File: config.mk
export PLATFORM = sky130hd
export DESIGN_NAME = adxl345_irq_sequencer
export DESIGN_NICKNAME = d
export VERILOG_FILES = /design/src/rtl/adxl345_irq_sequencer.sv
export SDC_FILE = /design/constraint.sdc
export NUM_CORES = 1
export LEC_CHECK = 0
export ABC_AREA = 1
export BUFFER_PORTS_ARGS = -buffer_cell sky130_fd_sc_hd__buf_2
export CAP_MARGIN = 20
export CORE_MARGIN = 3
export CORE_UTILIZATION = 50
export DETAILED_ROUTE_END_ITERATION = 8
export PLACE_DENSITY = 0.78
export SYNTH_ARGS = -nofsm -noshare
export SYNTH_HDL_FRONTEND = slang
export SYNTH_SLANG_ARGS = --single-unit
File: constraint.sdc
create_clock -name clk_i -period 3.8 [get_ports clk_i]
set_input_delay 0.57 -clock clk_i [delete_from_list [all_inputs] [get_ports clk_i]]
set_output_delay 0.57 -clock clk_i [all_outputs]
set_load 0.05 [all_outputs]
File: src/rtl/adxl345_irq_sequencer.sv
// ADXL345 bring-up and interrupt service sequencer driving an I2C master command port.
// Verifies DEVID, writes four config registers, then reads INT_SOURCE / XYZ on each IRQ.
module adxl345_irq_sequencer #(
    parameter logic [6:0] DEVICE_ADDR     = 7'h53,
    parameter logic [7:0] BW_RATE_VAL     = 8'h0A,
    parameter logic [7:0] POWER_CTL_VAL   = 8'h08,
    parameter logic [7:0] INT_ENABLE_VAL  = 8'h80,
    parameter logic [7:0] DATA_FORMAT_VAL = 8'h08,
    parameter int         TIMEOUT         = 1000000
) (
    input  logic        clk_i,
    input  logic        resetn_i,
    input  logic        enable_i,
    input  logic        irq_i,
    output logic [6:0]  cmd_addr_o,
    output logic        cmd_rw_o,
    output logic [7:0]  cmd_ptr_o,
    output logic [7:0]  cmd_len_o,
    output logic        cmd_valid_o,
    input  logic        cmd_ready_i,
    output logic [7:0]  wdata_o,
    output logic        wvalid_o,
    input  logic        wready_i,
    input  logic [7:0]  rdata_i,
    input  logic        rvalid_i,
    input  logic        done_i,
    input  logic        nack_i,
    output logic [15:0] sample_x_o,
    output logic [15:0] sample_y_o,
    output logic [15:0] sample_z_o,
    output logic        sample_valid_o,
    output logic [7:0]  int_source_o,
    output logic        ready_o,
    output logic        error_o
);

    localparam int TW = (TIMEOUT > 1) ? $clog2(TIMEOUT) : 1;

    typedef enum logic [3:0] {
        S_ID_CMD, S_ID_WAIT, S_CFG_CMD, S_CFG_DATA, S_CFG_WAIT, S_IDLE,
        S_ISRC_CMD, S_ISRC_WAIT, S_XYZ_CMD, S_XYZ_WAIT, S_ERROR
    } state_e;

    state_e        state_q, state_d;
    logic [1:0]    idx_q, idx_d;
    logic [2:0]    cnt_q, cnt_d;
    logic [TW-1:0] tmo_q, tmo_d;
    logic [7:0]    bytes_q [6];
    logic [7:0]    bytes_d [6];
    logic          irq_meta_q, irq_sync_q;
    logic          cmd_rw_q, cmd_rw_d, cmd_valid_q, cmd_valid_d, wvalid_q, wvalid_d;
    logic [7:0]    cmd_ptr_q, cmd_ptr_d, cmd_len_q, cmd_len_d, wdata_q, wdata_d;
    logic [7:0]    int_source_q, int_source_d;
    logic [15:0]   sx_q, sx_d, sy_q, sy_d, sz_q, sz_d;
    logic          sample_valid_q, sample_valid_d, ready_q, ready_d, error_q, error_d;
    logic          cmd_accept, in_wait, rd_wait, timed_out;

    // Configuration write order: rate and format first, interrupt enable, then measure mode last.
    function automatic logic [7:0] cfg_ptr(input logic [1:0] idx);
        case (idx)
            2'd0:    return 8'h2C;
            2'd1:    return 8'h31;
            2'd2:    return 8'h2E;
            default: return 8'h2D;
        endcase
    endfunction

    function automatic logic [7:0] cfg_val(input logic [1:0] idx);
        case (idx)
            2'd0:    return BW_RATE_VAL;
            2'd1:    return DATA_FORMAT_VAL;
            2'd2:    return INT_ENABLE_VAL;
            default: return POWER_CTL_VAL;
        endcase
    endfunction

    assign cmd_accept = cmd_valid_q & cmd_ready_i;
    assign in_wait    = state_q inside {S_ID_WAIT, S_CFG_DATA, S_CFG_WAIT, S_ISRC_WAIT, S_XYZ_WAIT};
    assign rd_wait    = state_q inside {S_ID_WAIT, S_ISRC_WAIT, S_XYZ_WAIT};
    assign timed_out  = in_wait && (tmo_q == TW'(TIMEOUT - 1));

    always_comb begin
        state_d        = state_q;
        idx_d          = idx_q;
        cnt_d          = cnt_q;
        tmo_d          = tmo_q;
        bytes_d        = bytes_q;
        int_source_d   = int_source_q;
        sx_d           = sx_q;
        sy_d           = sy_q;
        sz_d           = sz_q;
        sample_valid_d = 1'b0;
        cmd_rw_d       = cmd_rw_q;
        cmd_ptr_d      = cmd_ptr_q;
        cmd_len_d      = cmd_len_q;
        wdata_d        = wdata_q;

        // Byte capture precedes DONE evaluation so a same-cycle DONE sees the updated count.
        if (rd_wait && rvalid_i && cnt_q < 3'd6) begin
            for (int i = 0; i < 6; i++) begin
                if (cnt_q == 3'(i)) bytes_d[i] = rdata_i;
            end
            cnt_d = cnt_q + 3'd1;
        end
        if (in_wait) tmo_d = tmo_q + TW'(1);

        unique case (state_q)
            S_ID_CMD, S_CFG_CMD, S_ISRC_CMD, S_XYZ_CMD: begin
                if (cmd_accept) begin
                    cnt_d = 3'd0;
                    tmo_d = '0;
                    case (state_q)
                        S_ID_CMD:   state_d = S_ID_WAIT;
                        S_CFG_CMD:  state_d = S_CFG_DATA;
                        S_ISRC_CMD: state_d = S_ISRC_WAIT;
                        default:    state_d = S_XYZ_WAIT;
                    endcase
                end
            end
            S_ID_WAIT: begin
                if (nack_i) state_d = S_ERROR;
                else if (done_i) begin
                    if (cnt_d != 3'd0 && bytes_d[0] == 8'hE5) begin
                        state_d = S_CFG_CMD;
                        idx_d   = 2'd0;
                    end else begin
                        state_d = S_ERROR;
                    end
                end else if (timed_out) state_d = S_ERROR;
            end
            S_CFG_DATA: begin
                if (nack_i) state_d = S_ERROR;
                else if (wvalid_q && wready_i) state_d = S_CFG_WAIT;
                else if (timed_out) state_d = S_ERROR;
            end
            S_CFG_WAIT: begin
                if (nack_i) state_d = S_ERROR;
                else if (done_i) begin
                    if (idx_q == 2'd3) state_d = S_IDLE;
                    else begin
                        idx_d   = idx_q + 2'd1;
                        state_d = S_CFG_CMD;
                    end
                end else if (timed_out) state_d = S_ERROR;
            end
            S_IDLE: begin
                if (enable_i && irq_sync_q) state_d = S_ISRC_CMD;
            end
            S_ISRC_WAIT: begin
                if (nack_i) state_d = S_ERROR;
                else if (done_i) begin
                    if (cnt_d == 3'd0) state_d = S_ERROR;
                    else begin
                        int_source_d = bytes_d[0];
                        state_d      = bytes_d[0][7] ? S_XYZ_CMD : S_IDLE;
                    end
                end else if (timed_out) state_d = S_ERROR;
            end
            S_XYZ_WAIT: begin
                if (nack_i) state_d = S_ERROR;
                else if (done_i) begin
                    if (cnt_d == 3'd6) begin
                        sx_d           = {bytes_d[1], bytes_d[0]};
                        sy_d           = {bytes_d[3], bytes_d[2]};
                        sz_d           = {bytes_d[5], bytes_d[4]};
                        sample_valid_d = 1'b1;
                        state_d        = S_IDLE;
                    end else begin
                        state_d = S_ERROR;
                    end
                end else if (timed_out) state_d = S_ERROR;
            end
            S_ERROR: begin
                if (!enable_i) begin
                    state_d = S_ID_CMD;
                    idx_d   = 2'd0;
                end
            end
            default: state_d = S_ERROR;
        endcase

        // Command fields are registered from the next state so they are stable while CMD_VALID is high.
        case (state_d)
            S_ID_CMD:   begin cmd_rw_d = 1'b1; cmd_ptr_d = 8'h00;          cmd_len_d = 8'd1; end
            S_CFG_CMD:  begin cmd_rw_d = 1'b0; cmd_ptr_d = cfg_ptr(idx_d); cmd_len_d = 8'd1; end
            S_ISRC_CMD: begin cmd_rw_d = 1'b1; cmd_ptr_d = 8'h30;          cmd_len_d = 8'd1; end
            S_XYZ_CMD:  begin cmd_rw_d = 1'b1; cmd_ptr_d = 8'h32;          cmd_len_d = 8'd6; end
            S_CFG_DATA: wdata_d = cfg_val(idx_d);
            default: ;
        endcase
        cmd_valid_d = state_d inside {S_ID_CMD, S_CFG_CMD, S_ISRC_CMD, S_XYZ_CMD};
        wvalid_d    = (state_d == S_CFG_DATA);
        ready_d     = (state_d == S_IDLE);
        error_d     = (state_d == S_ERROR);
    end

    always_ff @(posedge clk_i or negedge resetn_i) begin
        if (!resetn_i) begin
            state_q        <= S_ID_CMD;
            idx_q          <= '0;
            cnt_q          <= '0;
            tmo_q          <= '0;
            for (int i = 0; i < 6; i++) bytes_q[i] <= '0;
            irq_meta_q     <= 1'b0;
            irq_sync_q     <= 1'b0;
            cmd_rw_q       <= 1'b0;
            cmd_ptr_q      <= '0;
            cmd_len_q      <= '0;
            cmd_valid_q    <= 1'b0;
            wdata_q        <= '0;
            wvalid_q       <= 1'b0;
            int_source_q   <= '0;
            sx_q           <= '0;
            sy_q           <= '0;
            sz_q           <= '0;
            sample_valid_q <= 1'b0;
            ready_q        <= 1'b0;
            error_q        <= 1'b0;
        end else begin
            state_q        <= state_d;
            idx_q          <= idx_d;
            cnt_q          <= cnt_d;
            tmo_q          <= tmo_d;
            bytes_q        <= bytes_d;
            irq_meta_q     <= irq_i;
            irq_sync_q     <= irq_meta_q;
            cmd_rw_q       <= cmd_rw_d;
            cmd_ptr_q      <= cmd_ptr_d;
            cmd_len_q      <= cmd_len_d;
            cmd_valid_q    <= cmd_valid_d;
            wdata_q        <= wdata_d;
            wvalid_q       <= wvalid_d;
            int_source_q   <= int_source_d;
            sx_q           <= sx_d;
            sy_q           <= sy_d;
            sz_q           <= sz_d;
            sample_valid_q <= sample_valid_d;
            ready_q        <= ready_d;
            error_q        <= error_d;
        end
    end

    assign cmd_addr_o     = DEVICE_ADDR;
    assign cmd_rw_o       = cmd_rw_q;
    assign cmd_ptr_o      = cmd_ptr_q;
    assign cmd_len_o      = cmd_len_q;
    assign cmd_valid_o    = cmd_valid_q;
    assign wdata_o        = wdata_q;
    assign wvalid_o       = wvalid_q;
    assign sample_x_o     = sx_q;
    assign sample_y_o     = sy_q;
    assign sample_z_o     = sz_q;
    assign sample_valid_o = sample_valid_q;
    assign int_source_o   = int_source_q;
    assign ready_o        = ready_q;
    assign error_o        = error_q;

endmodule

==> results of run 1 <==
## cell families (layout without fill, tap and decap cells)
family	after synthesis	count (layout)	share of synthesized area [%]
adder cells (fa/ha/maj)	6	6	1.06
buffers and inverters	112	193	7.46
other	2	19	0.106
flip-flops	151	151	53.4
AND/OR/NAND/NOR	461	461	28.5
XOR/XNOR	11	11	1.36
AO/OA/AOI/OAI	97	97	8.08
## final cells by class
| type | instances | area (sq um) | area share, % |
|---|---|---|---|
| Clock buffer | 19 | 433 | 5.32 |
| Clock inverter | 12 | 119 | 1.46 |
| Inverter | 69 | 259 | 3.18 |
| Multi-Input combinational cell | 594 | 2840 | 34.9 |
| Sequential cell | 151 | 3780 | 46.4 |
| Tap cell | 176 | 220 | 2.70 |
| Timing Repair Buffer | 93 | 492 | 6.04 |
## synth_stat cells
| library cell | instances |
|---|---|
| nand2_4 | 2 |
| nand2b_1 | 1 |
| o21a_1 | 24 |
| nor2_4 | 4 |
| buf_6 | 2 |
| nor3_2 | 4 |
| nand3_1 | 37 |
| nand3b_1 | 4 |
| o21bai_1 | 1 |
| o21ai_0 | 48 |
| conb_1 | 2 |
| a21oi_1 | 11 |
| inv_1 | 51 |
| xnor2_1 | 4 |
| a211oi_1 | 1 |
| o211a_1 | 1 |
| nor3_1 | 7 |
| nor2_1 | 64 |
| buf_2 | 11 |
| ha_1 | 6 |
| nor2_2 | 7 |
| nand3_2 | 5 |
| xor2_1 | 7 |
| nand2_2 | 10 |
| nand2_1 | 300 |
| nand3_4 | 3 |
| a31oi_1 | 3 |
| a21oi_4 | 1 |
| nand4_1 | 13 |
| o22ai_1 | 1 |
| buf_4 | 21 |
| o21ai_1 | 6 |
| dfrtp_1 | 151 |
| clkbuf_1 | 9 |
| inv_2 | 18 |
## registers in the layout (all words and copies together) (netlist names)
signal and flops:
irq_meta_q 1, sample_x_o 16, cnt_q 3, cmd_valid_o 1, cmd_rw_o 1, ready_o 1, int_source_o 8, irq_sync_q 1
bytes_q 48, sample_z_o 16, cmd_len_o 2, error_o 1, state_q 4, sample_valid_o 1, idx_q 2, tmo_q 20
cmd_ptr_o 5, wdata_o 3, sample_y_o 16, wvalid_o 1
## routing by layer
| metal | GRT usage [%] | share of wire [%] | up-vias |
|---|---|---|---|
| li1 | - | - | 2786 |
| met1 | 25.8 | 44 | 2620 |
| met2 | 33.6 | 49 | 162 |
| met3 | 4.90 | 6.0 | 16 |
| met4 | 6.38 | 1.1 | 0 |
| met5 | 0 | 0 | - |
## critical path: cells and delay by family (launching register included)
family	cells	cell delay (ns)
flops	1	0.43
buf+inv	5	0.44
fa+ha+maj	1	0.22
simple gates	9	0.95
compound gates	2	0.53
## final timing paths
path	from	end	slack [ns]	cells past startpoint
max in group asynchronous	resetn_i	tmo_q[4]$_DFF_PN0_	2.77	2
min in group asynchronous	resetn_i	sample_valid_o$_DFF_PN0_	0.26	1
setup reg to reg	cnt_q[1]$_DFF_PN0_	cmd_len_o[0]$_DFFE_PN0P_	1.13	17
setup / recovery	cnt_q[1]$_DFF_PN0_	cmd_len_o[0]$_DFFE_PN0P_	1.13	17
hold reg to reg	irq_meta_q$_DFF_PN0_	irq_sync_q$_DFF_PN0_	0.35	0
hold / removal	irq_i	irq_meta_q$_DFF_PN0_	0.25	1
## report_power, final
group / internal, mW / switching (mW) / leakage, nW / total [mW]
logic: 0.517 / 1.35 / 2.03 / 1.86
registers: 1.91 / 0.147 / 2.03 / 2.06
clock network: 0.907 / 0.687 / 0.255 / 1.59
## per-stage QoR
| step | hold WS (ns) | setup WS [ns] |
|---|---|---|
| global route | 0.250 | 0.768 |
| detailed placement | 0.342 | 1.14 |
| floorplan | 0.274 | 1.65 |
| finish | 0.247 | 1.13 |
| global placement | 0.332 | 1.27 |
| CTS | 0.236 | 1.13 |
==> summary.md, run 1 <==
| Metric | Value |
|---|---|
| Peak ir drop on the vdd network | 0.601 mV |
| Clock buffers created by TritonCTS | 17 |
| Total chip power | 5.51 mW |
| Global-route congestion overflow total | 0 |
| Wire length after detailed routing | 15,300 microns |
| Register clock-pin slew on the reported worst setup and hold paths | 0.06 ns |
| Filler Cells Inserted | 1,203 |
| Overall via count from detail_route | 5,584 |
| Category of the worst setup path capture point | register |
| Number of top-level design ports | 110 |
| Number of buffer cells added on primary ports | 90 |
| Count of pins over their slew limit | 0 |
| Layout cells sized above 1 | 18.8% |
| Fraction of the core area covered by cells at the end of the flow | 60.1% |
| Last weighted congestion value of the routability-driven placer | 0.893 |
| Post-synth top area cell | dfrtp_1 |
| Netlist cell types | 35 |
| First-pass GRT wire length | 25,700 microns |
| Num Clock Sinks | 151 |
| Post-detailed-placement half-perimeter wirelength | 10,500 microns |
| Setup TNS Final | 0 ns |
| Tot GR Track Use | 20.0% |
| Mean area per synthesized cell | 8.43 sq um |
| Hold buffer count at CTS | 0 |
| Area of the core | 13,600 sq um |
| Worst Max-Slew Pin Slew | 0.936 ns |
| Clock latency of the later-clocked register in the worst-skew pair | 0.43 ns |
| Vias in the first global route | 5,372 |
| Min Clock Period, post-route | 2.67 ns |
| Core Rows | 42 |
| Most frequent cells in the layout | nand2_1 (300), dfrtp_1 (151), buf_2 (89) |
| Req. time, crit path | 4.12 ns |
| Post-route cell area | 8140 sq um |
| Kind of critical path | reg2reg |
| Highest attainable clock frequency | 0.374 GHz |
| Total of max-cap violations | 0 |
| H-tree level count | 4 |
| Root Buffer Master | clkbuf_16 |
| Hold Violations, Final | 0 |
| Most frequent standard cell in the layout excluding fill and tap cells | nand2_1 |
| Height of the die | 125 microns |
| Starting density of the core | 52.2% |
| Buffers from clock root to sink, at most | 2 |
| Maximum number of pins on one net before global-route repair | 106 |
| Worst-path cell with the longest stage delay | dfrtp_1 |
| Areal power density over the cells | 677 nW/um^2 |
| Post-route non-filler standard cell count | 1,114 |
| Final period util | 70.3% |
| Area enclosed by the die boundary | 15,600 sq um |
| Number of remaining DRC errors | 0 |
| Total number of nets in the final design | 949 |
| Yosys Warn Count | 0 |
| Crit Path Max Fanout | 10 |
| Max Clock Skew | 0.0159 ns |
| X dimension of the die | 125 microns |
| Cell-by-cell listing of the critical path | inv_1 > ha_1 > nand2_1 > o21ai_0 > inv_1 > o21ai_1 > inv_1 > nand2_1 > nor2_1 > nand3_1 > nand3_1 > nand2_2 > inv_2 > nor2_1 > inv_2 > nand2_1 > nand2_1 |
| Delay contributed by the slowest stage of the critical path | 0.43 ns |
| Final setup violation count | 0 |
| Area Growth Syn to Fin | 15.0% |
| Number of iterations in the first detailed-routing pass | 5 |
| Detail Route Antenna Nets | 0 |
| Worst Path Arrival | 2.99 ns |
| Synth area leaders | dfrtp_1 (53%), nand2_1 (16%), o21ai_0 (3.4%) |
| Flop and latch count out of synthesis | 151 |
| Inserted Diodes | 0 |
| Hold/Removal Path Class | in2reg |
| Routed vias/inst | 5.01 |
| Post-Synthesis Cell Area | 7080 sq um |
| Buffers inserted during post-CTS setup optimization | 0 |
| Placement-stage cell area | 7590 sq um |
| RSZ-0062 raised after global routing | false |
| Total leakage power | 4.32 nW |
| Count of routing violations after the opening detailed-route iteration | 385 |
| Count of mapped cells out of synthesis | 840 |
| Outcome | finished, final reports clean |
| Inst Count DP | 1,083 |
| Startpoint class of the critical path | register |
| Number of antenna violations at the first check in global routing | 0 |
| Worst path most repeated cell | nand2_1 |
| Number of gates given a new drive strength after cts | 0 |
| Sequential area share after synthesis | 53.4% |
| Worst relative slew slack | 37.3% |
| Detail-routed net length per standard cell | 13.8 microns |
| TritonCTS clock tree | done |
| Yosys top cell area share | 53.4% |
Note: power is estimated with default switching activity, not from simulation.
==> run 2, diff against run 1 <==
clock period = 2.8 ns   (was 3.8 ns; I/O delays follow)
==> summary.md, run 2 (synthesis results as in run 1) <==
| Metric | Value |
|---|---|
| Outcome | finished, final reports clean |
| Vias in the first global route | 5,438 (+1.2%) |
| Top Usage Layer GRT | met2 |
| Worst Max-Slew Pin Slew | 0.685 ns (-0.251 ns) |
| Cell-by-cell listing of the critical path | inv_1 > ha_2 > nand2_1 > o21ai_0 > inv_1 > o21ai_1 > inv_1 > nand2_1 > nor2_1 > nand3_1 > nand3_1 > nand2_2 > inv_2 > nor2_1 > inv_2 > nand2_1 > nand2_1 |
| Number of antenna violations at the first check in global routing | 0 (unchanged) |
| Number of remaining DRC errors | 0 (unchanged) |
| Wire length after detailed routing | 15,800 microns (+3.3%) |
| Fraction of the core area covered by cells at the end of the flow | 61.1% (+1.0 points) |
| Number of iterations in the first detailed-routing pass | 5 (unchanged) |
| Maximum number of pins on one net before global-route repair | 77 (-27%) |
| Last weighted congestion value of the routability-driven placer | 0.887 (-0.64%) |
| H-tree level count | 4 (unchanged) |
| Total leakage power | 4.41 nW (+2.2%) |
| Worst relative slew slack | 54.3% (+17 points) |
| Final period util | 93.7% (+23 points) |
| Category of the worst setup path capture point | register |
| Delay contributed by the slowest stage of the critical path | 0.42 ns (about the same) |
| Clock buffers created by TritonCTS | 17 (unchanged) |
| Highest attainable clock frequency | 0.381 GHz (+1.8%) |
| Total number of nets in the final design | 962 (+1.4%) |
| Largest register by flop count | bytes_q |
| Post-detailed-placement half-perimeter wirelength | 11,000 microns (+5.7%) |
| Layout cells sized above 1 | 20.6% (+1.8 points) |
| Areal power density over the cells | 920 nW/um^2 (+36%) |
| Min Clock Period, post-route | 2.62 ns (-0.0480 ns) |
| Startpoint of the most critical register-to-register path | cnt_q[0]$_DFF_PN0_ |
| Post-route non-filler standard cell count | 1,127 (+1.2%) |
| Global-route congestion overflow total | 0 (unchanged) |
| M3 GR Usage | 5.20% (+0.30 points) |
| Overall via count from detail_route | 5,680 (+1.7%) |
| Detail Route Antenna Nets | 0 (unchanged) |
| Inst Count DP | 1,093 (+0.92%) |
| Root Buffer Master | clkbuf_16 |
| Total of max-cap violations | 0 (unchanged) |
| Worst Path Arrival | 2.94 ns (-0.05 ns) |
| Height of the die | 125 microns (unchanged) |
| Req. time, crit path | 3.12 ns (-1.00 ns) |
| CP bufs+invs | 5 (unchanged) |
| Register-to-register setup slack | 0.18 ns (-0.95 ns) |
| Buffers from clock root to sink, at most | 2 (unchanged) |
| Fraction of met2 tracks used by global routing | 34.0% (+0.41 points) |
| X dimension of the die | 125 microns (unchanged) |
| Worst reg2reg path endpoint | cmd_len_o[0]$_DFFE_PN0P_ |
| Crit Path Max Fanout | 10 (unchanged) |
| Startpoint class of the critical path | register |
| Area enclosed by the die boundary | 15,600 sq um (unchanged) |
| Peak ir drop on the vdd network | 0.871 mV (+45%) |
| Number of buffer cells added on primary ports | 90 (unchanged) |
| Max Clock Skew | 0.00687 ns (-0.00900 ns) |
| Register clock-pin slew on the reported worst setup and hold paths | 0.06 ns (about the same) |
| Number of top-level design ports | 110 (unchanged) |
| Number of flip-flops in the largest register | 48 (unchanged) |
| TritonCTS clock tree | done |
| Hold Violations, Final | 0 (unchanged) |
| Met1 track demand over resource | 26.5% (+0.67 points) |
| Hold/Removal Path Class | in2async |
| Tot GR Track Use | 20.5% (+0.45 points) |
| Area Growth Syn to Fin | 17.0% |
| Worst path most repeated cell | nand2_1 |
| Starting density of the core | 52.2% (unchanged) |
| Num Clock Sinks | 151 (unchanged) |
| Area of the core | 13,600 sq um (unchanged) |
| Most frequent cells in the layout | nand2_1 (300), dfrtp_1 (151), buf_2 (89) |
| Routed vias/inst | 5.04 (+0.55%) |
| Hold buffer count at CTS | 0 (unchanged) |
| Count of pins over their slew limit | 0 (unchanged) |
| Final setup violation count | 0 (unchanged) |
| Clock latency of the later-clocked register in the worst-skew pair | 0.43 ns (about the same) |
| Worst-path cell with the longest stage delay | dfrtp_1 |
| Most frequent standard cell in the layout excluding fill and tap cells | nand2_1 |
| Core Rows | 42 (unchanged) |
| Detail-routed net length per standard cell | 14.0 microns (+2.1%) |
| First-pass GRT wire length | 26,200 microns (+2.0%) |
| Kind of critical path | reg2reg |
| Registers with the most flip-flops | bytes_q (48), tmo_q (20) |
| Inserted Diodes | 0 (unchanged) |
| Depth of the worst register-to-register path | 17 (unchanged) |
| Family of cells with the greatest summed delay on the critical path | simple AND/OR/NAND/NOR gates |
| Count of routing violations after the opening detailed-route iteration | 437 (+14%) |
## run 2: changes by cell type in the layout (fill, tap and decap cells not counted), moves of 3 or more
cell	before	now
nor2_1	64	61
clkinv_4	0	3
clkinv_2	1	4
clkinvlp_4	5	1
nor2_2	7	10
buf_4	2	15
## run 2: power breakdown
group / internal, mW / switching (mW)
combinational: 0.739 / 1.85
clock: 1.31 / 0.924
sequential: 2.59 / 0.199
total: 4.64 / 2.97
## run 2: final cells by class
| type | count | area [sq um] |
|---|---|---|
| Clock inverter | 14 | 149 |
| Fill cell | 1172 | 5280 |
| Inverter | 69 | 262 |
| Multi-Input combinational cell | 594 | 2860 |
| Sequential cell | 151 | 3780 |
| Clock buffer | 17 | 425 |
| Tap cell | 176 | 220 |
| Timing Repair Buffer | 106 | 589 |
## run 2: worst reg2reg max path, delay by kind of cell, from the launching register on
kind | cells | cell delay [ns]
flip-flops | 1 | 0.42
AND/OR/NAND/NOR | 9 | 0.88
adder cells (fa/ha/maj) | 1 | 0.23
AO/OA/AOI/OAI | 2 | 0.54
buffers and inverters | 5 | 0.44
## run 2: worst max path at each step
stage                       startpoint                  endpoint  slack [ns]  cells after the start
detailed placement  cnt_q[1]$_DFF_PN0_  cmd_len_o[0]$_DFFE_PN0P_        0.21                     17
global route        cnt_q[1]$_DFF_PN0_  cmd_len_o[0]$_DFFE_PN0P_      -0.003                     17
floorplan           cnt_q[1]$_DFF_PN0_  cmd_ptr_o[1]$_DFFE_PN0P_        0.65                     17
finish              cnt_q[0]$_DFF_PN0_  cmd_len_o[0]$_DFFE_PN0P_        0.18                     17
global placement    cnt_q[0]$_DFF_PN0_  cmd_ptr_o[1]$_DFFE_PN0P_        0.28                     17
CTS                 cnt_q[0]$_DFF_PN0_  cmd_ptr_o[1]$_DFFE_PN0P_        0.18                     14
## run 2: stage by stage
step | worst slack, ns | hold slack [ns] | TNS, ns | power [mW] | cell area [sq um]
floorplan | 0.652 | 0.124 | 0 | 4.79 | 7140
CTS | 0.177 | 0.0319 | 0 | 7.61 | 8240
global route | -0.00279 | 0.0479 | -0.00279 | 8.08 | 8280
global placement | 0.285 | 0.333 | 0 | 5.29 | 7670
finish | 0.178 | 0.00614 | 0 | 7.61 | 8280
detailed placement | 0.206 | 0.340 | 0 | 5.36 | 7670
## run 2: timing repair
action,in CTS,in global routing
setup endpoints to repair,0,16
setup buffers,0,3
resized for setup,0,8
## run 2: layer usage
| metal | up-vias | routed length (microns) |
|---|---|---|
| li1 | 2828 | - |
| met1 | 2676 | 6750 |
| met2 | 152 | 7950 |
| met3 | 24 | 895 |
| met4 | 0 | 241 |
| met5 | - | 0 |
